[config.mk]
export PLATFORM = sky130hd
export DESIGN_NAME = pipeline_run_controller
export DESIGN_NICKNAME = d
export VERILOG_FILES = /design/src/rtl/mips_ctrl_pkg.sv /design/src/rtl/word_assembler.sv /design/src/rtl/pipeline_run_controller.sv
export SDC_FILE = /design/constraint.sdc
export NUM_CORES = 1
export LEC_CHECK = 0
export CAP_MARGIN = 40
export CORE_MARGIN = 2
export CORE_UTILIZATION = 23
export CTS_BUF_LIST = sky130_fd_sc_hd__clkbuf_2 sky130_fd_sc_hd__clkbuf_4 sky130_fd_sc_hd__clkbuf_8
export DETAILED_ROUTE_END_ITERATION = 7
export HOLD_SLACK_MARGIN = 0.15
export REMOVE_ABC_BUFFERS = 1
export SYNTH_ARGS = -nofsm -noshare
export SYNTH_HDL_FRONTEND = slang
export SYNTH_SLANG_ARGS = --single-unit
[constraint.sdc]
create_clock -name i_clk -period 4.84 [get_ports i_clk]
set_clock_uncertainty 0.05 [all_clocks]
set_input_delay 0.484 -clock i_clk [delete_from_list [all_inputs] [get_ports i_clk]]
set_output_delay 0.484 -clock i_clk [all_outputs]
set_load 0.03 [all_outputs]
[src/rtl/mips_ctrl_pkg.sv]
// mips_ctrl_pkg: shared state, command and opcode-field definitions for the run controller
package mips_ctrl_pkg;
  typedef enum logic [2:0] {
    S_IDLE  = 3'd0,
    S_LOAD  = 3'd1,
    S_RUN   = 3'd2,
    S_STEP  = 3'd3,
    S_DRAIN = 3'd4,
    S_DONE  = 3'd5
  } state_t;
  localparam logic [1:0] CMD_LOAD  = 2'b00;
  localparam logic [1:0] CMD_RUN   = 2'b01;
  localparam logic [1:0] CMD_STEP  = 2'b10;
  localparam logic [1:0] CMD_ABORT = 2'b11;
  localparam logic [5:0] HALT_OPCODE = 6'b111111;
  localparam int OP_HI = 31;
  localparam int OP_LO = 26;
endpackage

[src/rtl/word_assembler.sv]
// word_assembler: shifts program bytes MSB-first into a word and flags the completing byte
module word_assembler #(
  parameter int SIZE = 32
) (
  input  logic            clk,
  input  logic            rst_n,
  input  logic            clr,
  input  logic            en,
  input  logic [7:0]      data,
  output logic [SIZE-1:0] word,
  output logic            word_valid
);
  logic [SIZE-9:0] sr;
  logic [1:0]      idx;
  // word is combinational so the owner can register it on the completing edge
  assign word       = {sr, data};
  assign word_valid = en && !clr && idx == 2'd3;
  always_ff @(posedge clk or negedge rst_n)
    if (!rst_n) begin
      sr  <= '0;
      idx <= '0;
    end else if (clr) begin
      sr  <= '0;
      idx <= '0;
    end else if (en) begin
      sr  <= word[SIZE-9:0];
      idx <= idx + 2'd1;
    end
endmodule

[src/rtl/pipeline_run_controller.sv]
// pipeline_run_controller: sequences program load, run, single-step, halt drain and abort
module pipeline_run_controller
  import mips_ctrl_pkg::*;
#(
  parameter int SIZE         = 32,
  parameter int MEM_SIZE     = 64,
  parameter int ADDR_WIDTH   = $clog2(MEM_SIZE),
  parameter int DRAIN_CYCLES = 4
) (
  input  logic                  i_clk,
  input  logic                  i_rst,
  input  logic                  i_cmd_valid,
  input  logic [1:0]            i_cmd,
  output logic                  o_cmd_ready,
  input  logic                  i_byte_valid,
  input  logic [7:0]            i_byte,
  input  logic [SIZE-1:0]       i_if_instruction,
  output logic                  o_run_en,
  output logic                  o_inst_write_enable,
  output logic [ADDR_WIDTH-1:0] o_write_addr,
  output logic [SIZE-1:0]       o_write_data,
  output logic                  o_busy,
  output logic                  o_halted,
  output logic                  o_done,
  output logic [2:0]            o_state,
  output logic [31:0]           o_cycle_count
);
  localparam int DW = $clog2(DRAIN_CYCLES + 1);
  state_t                state, nxt;
  logic [ADDR_WIDTH-1:0] addr;
  logic [DW-1:0]         drain;
  logic [SIZE-1:0]       word;
  logic                  wv, accept, abort, load_cmd, halt_fetch, last;
  assign accept     = i_cmd_valid && (o_cmd_ready || i_cmd == CMD_ABORT);
  assign abort      = accept && i_cmd == CMD_ABORT;
  assign load_cmd   = accept && i_cmd == CMD_LOAD;
  assign halt_fetch = o_run_en && i_if_instruction[OP_HI:OP_LO] == HALT_OPCODE;
  assign last       = word[OP_HI:OP_LO] == HALT_OPCODE || addr == ADDR_WIDTH'(MEM_SIZE - 1);
  assign o_state    = state;
  // ABORT clears the assembler in the same edge, which also suppresses a coincident 4th byte
  word_assembler #(.SIZE(SIZE)) u_asm (
    .clk       (i_clk),
    .rst_n     (i_rst),
    .clr       (load_cmd || abort),
    .en        (i_byte_valid && state == S_LOAD),
    .data      (i_byte),
    .word      (word),
    .word_valid(wv)
  );
  always_comb begin
    nxt = state;
    if (abort) nxt = S_IDLE;
    else
      case (state)
        S_IDLE:  if (accept) nxt = i_cmd == CMD_LOAD ? S_LOAD : o_halted ? S_IDLE :
                                   i_cmd == CMD_RUN ? S_RUN : S_STEP;
        S_LOAD:  if (wv && last) nxt = S_IDLE;
        S_RUN:   if (halt_fetch) nxt = S_DRAIN;
        S_STEP:  nxt = halt_fetch ? S_DRAIN : S_IDLE;
        S_DRAIN: if (drain == DW'(1)) nxt = S_DONE;
        S_DONE:  nxt = S_IDLE;
        default: nxt = S_IDLE;
      endcase
  end
  always_ff @(posedge i_clk or negedge i_rst)
    if (!i_rst) begin
      state               <= S_IDLE;
      addr                <= '0;
      drain               <= '0;
      o_cmd_ready         <= 1'b1;
      o_run_en            <= 1'b0;
      o_busy              <= 1'b0;
      o_halted            <= 1'b0;
      o_done              <= 1'b0;
      o_inst_write_enable <= 1'b0;
      o_write_addr        <= '0;
      o_write_data        <= '0;
      o_cycle_count       <= '0;
    end else begin
      state               <= nxt;
      o_cmd_ready         <= nxt == S_IDLE;
      o_busy              <= nxt != S_IDLE;
      o_run_en            <= nxt inside {S_RUN, S_STEP, S_DRAIN};
      o_done              <= nxt == S_DONE || (wv && last);
      o_inst_write_enable <= wv;
      if (wv) begin
        o_write_addr <= addr;
        o_write_data <= word;
      end
      if (nxt == S_DRAIN && state != S_DRAIN) drain <= DW'(DRAIN_CYCLES);
      else if (state == S_DRAIN) drain <= drain - 1'b1;
      if (load_cmd) begin
        addr          <= '0;
        o_halted      <= 1'b0;
        o_cycle_count <= '0;
      end else begin
        if (wv && !last) addr <= addr + 1'b1;
        if (nxt == S_DONE) o_halted <= 1'b1;
        if (o_run_en && o_cycle_count != '1) o_cycle_count <= o_cycle_count + 32'd1;
      end
    end
endmodule

==> summary.md <==
| Metric | Value |
|---|---|
| CP Class | reg2reg |
| TritonCTS clock tree | built |
| Critical path required time | 5.11 ns |
| Psw | 1070 uW |
| Count of unique library cells instantiated by Yosys | 63 |
| Worst-path clk slew | 0.08 ns |
| Result of the run | finished clean |
| Power consumption | 3050 uW |
| Number of core rows | 55 |
| Number of vias per cell after detailed routing | 4.73 |
| Die area | 0.0241 sq mm |
| IO Pins | 125 |
| Antenna violations before repair | 0 |
| Net switching share of the total power | 0.352 |
| P_int | 1970 uW |
| Placed Instances | 871 |
| Crit Path Max Fanout | 27 |
| Initial standard-cell utilization of the core | 0.233 |
| Area of all placed cells without fillers | 0.00704 sq mm |
| Reg2reg setup slack | 2.26 ns |
| Data arrival time of the worst path | 2.85 ns |
| # hold bufs at CTS | 1 |
| FF-to-FF Start | o_state[2] |
| Pin count of the biggest net entering global routing | 46 |
| IO buf count | 98 |
| Max frequency | 387 MHz |
| Total of flip-flops plus latches after synthesis | 114 |
| Met2 track demand over resource in global routing | 0.189 |
| Detailed-route via count | 4279 |
| Start point of the critical path | o_state[2] |
| Total number of yosys warnings | 0 |
| Syn_area_per_cell | 10.5 sq um |
| Worst r2r path cells | 6 |
| Final setup viols | 0 |
| Cells along the critical path | nor4bb_4 > buf_4 > nand2_1 > nor2_4 > buf_4 > mux2_2 |
| Total length of routed wires | 13.7 mm |
| Sequential fraction of design power | 0.424 |
| Overall fraction of global-route tracks in use | 0.117 |
| Die height | 155 um |
| Fraction of final layout cells sized beyond drive strength 1 | 0.163 |
| Number of nets with antenna violations after detailed routing | 0 |
| Remaining global-route overflow | 0 |
| Total of fill cells in the finished design | 2341 |
| Max Buffers Root-to-Sink | 2 |
| Non-filler instance count after layout | 904 |
| Comb pwr share | 0.260 |
| Area added between synthesis and finish | 33.6% |
| Number of global-route vias before repair | 4242 |
| Time the final worst path needs with I/O delays and setup | 2.58 ns |
| Launching element type of the critical path | flop |
| Final Hold Fails | 0 |
| WP depth | 6 |
| CTS buffer count | 17 |
| Placer Congestion | 0.752 |
| Final net count | 657 |
| Crit-path slowest cell | dfrtp_1 |
| Max rail drop VDD | 0.000198 V |
| Endpoint of the most critical setup path | o_write_data[29] |
| Worst-Margin Slew | 0.748 ns |
| Clock Sink Count | 114 |
| Cell at the root of the clock tree | clkbuf_8 |
| Cts repair resizes | 0 |
| Most numerous cell on the critical path | buf_4 |
| DPL Wire Length | 9.27 mm |
| End of the worst register-to-register path | o_write_data[29] |
| Primary FF master, synth | dfrtp_1 |
| Setup repair after global routing missed its margin | no |
| Sequential element share of the synthesized area | 0.542 |
| Source-to-sink clock delay at the later pin of the worst-skew pair | 0.44 ns |
| Remaining DRCs | 0 |
| Power share of the clock group | 0.317 |
| Leakage power of the design | 0.00290 uW |
| Most common library cell in the layout ignoring fill and taps | dfrtp_1 |
| Post-Synthesis Cells | 501 |
| Buffers inserted during post-CTS setup optimization | 0 |
| Most crowded layer after global routing | met2 |
| Global-route met1 utilization | 0.146 |
| Total power divided by cell area | 433 mW/mm^2 |
| Post-detailed-placement cell area | 0.00661 sq mm |
| CTS H-tree depth | 4 |
| Core ar. | 0.0226 sq mm |
| Synthesized cell area | 0.00527 sq mm |
| Top cell family by delay on the critical path | simple AND/OR/NAND/NOR gates |
| Met3 routing resource usage after global routing | 0.0418 |
| Number of enable flip-flop cells after synthesis | 0 |
| Antenna cells | 0 |
| Crit end category | flop |
| Max capacitance violation total | 0 |
| First-pass GRT wire length | 22.3 mm |
| Final Max Slew Viols | 0 |
| Share of async-settable or async-resettable flops after synthesis | 1.00 |
| Final routed wire length divided by cell count | 15.1 um |
| Largest incremental delay on the critical path | 0.53 ns |
| Die X | 155 um |
| Path category of the worst min-delay check | reg2reg |
| Pre-antenna DRT Iters | 4 |
| Period utilization | 0.534 |
| Initial drt markers | 149 |
| Count of buffer and inverter cells on the critical path | 2 |
| Highest-count cells in the layout ignoring fill and taps | dfrtp_1, clkdlybuf4s50_1, nand2_1, a21oi_1, mux2_2 |
| Relative slew slack | 0.501 |
==> state kept, by name, summed over array words and instances, names as in the netlist, 2 cells and up <==
signal,cells
addr,6
drain,3
o_cycle_count,32
o_state,3
o_write_addr,6
o_write_data,32
u_asm.idx,2
u_asm.sr,24
==> area by class of cell <==
class,count,area (sq um),share of cell area
clock buffers,18,241,0.0343
flip-flops and latches,114,2850,0.405
well taps,285,357,0.0507
inverters,10,37.5,0.00533
multi-input cells,354,2280,0.324
repair buffers,109,1090,0.155
clock inverters,14,178,0.0252
==> kinds of logic (layout without fill, tap and decap cells) <==
group | Yosys count | count (layout) | share of synthesized area
AND/OR/NAND/NOR | 197 | 197 | 0.196
flip-flops | 114 | 114 | 0.542
AO/OA/AOI/OAI | 105 | 105 | 0.123
multiplexers | 43 | 43 | 0.0907
buffers and inverters | 33 | 151 | 0.0295
adder cells (fa/ha/maj) | 6 | 6 | 0.0138
XOR/XNOR | 3 | 3 | 0.00499
==> routing by layer <==
metal	vias up	part of all wire
met5	-	0
met2	113	0.47
met1	2112	0.45
met4	0	0.0096
met3	10	0.063
li1	2044	-
==> through the flow <==
| step | util | TNS [ns] | hold WS, ns | setup WS (ns) |
|---|---|---|---|---|
| final | 0.312 | 0 | 0.431 | 2.26 |
| after global routing | 0.312 | 0 | 0.450 | 2.03 |
| after CTS | 0.312 | 0 | 0.433 | 2.17 |
| after detailed placement | 0.293 | 0 | 0.373 | 1.73 |
| after global placement | 0.291 | 0 | 0.416 | 1.75 |
| after floorplan | - | -20.70 | 0.138 | -0.538 |
==> worst min path at each step <==
stage | end | slack (ns) | cells past startpoint | start
2_1_floorplan | addr[0] | 0.14 | 0 | i_rst
3_3_place_gp | drain[2] | 0.42 | 1 | drain[2]
3_5_place_dp | o_cycle_count[8] | 0.37 | 1 | i_rst
4_1_cts | o_cycle_count[13] | 0.43 | 2 | i_rst
5_1_grt | o_cycle_count[7] | 0.45 | 2 | i_rst
6_report | drain[2] | 0.43 | 1 | drain[2]
==> power by group through the flow <==
stage	Clock, uW	Combinational (uW)	Sequential (uW)
3_5_place_dp	0	802	1310
3_3_place_gp	0	781	1310
2_1_floorplan	0	285	1450
4_1_cts	1000	805	1290
5_1_grt	1040	864	1320
6_report	965	792	1290
==> synth_stat cells (all sizes together) (3+ instances only) <==
master / count / area share
clkbuf: 11 / 0.0097
o21a: 5 / 0.0071
nand2: 88 / 0.064
and4: 6 / 0.011
dfrtp: 113 / 0.54
nor2: 17 / 0.012
and3: 4 / 0.0050
mux2: 38 / 0.081
xnor2: 3 / 0.0050
nand4: 10 / 0.012
or4: 17 / 0.025
nor4: 5 / 0.0059
a21oi: 51 / 0.048
inv: 10 / 0.0071
o21ai: 10 / 0.0095
nand3: 19 / 0.019
o211ai: 5 / 0.0071
and2: 5 / 0.0062
ha: 5 / 0.012
buf: 12 / 0.013
o31ai: 13 / 0.019
nor3: 4 / 0.0047
mux2i: 5 / 0.0095
or3: 8 / 0.010
Power figures use the tool's default switching activity.
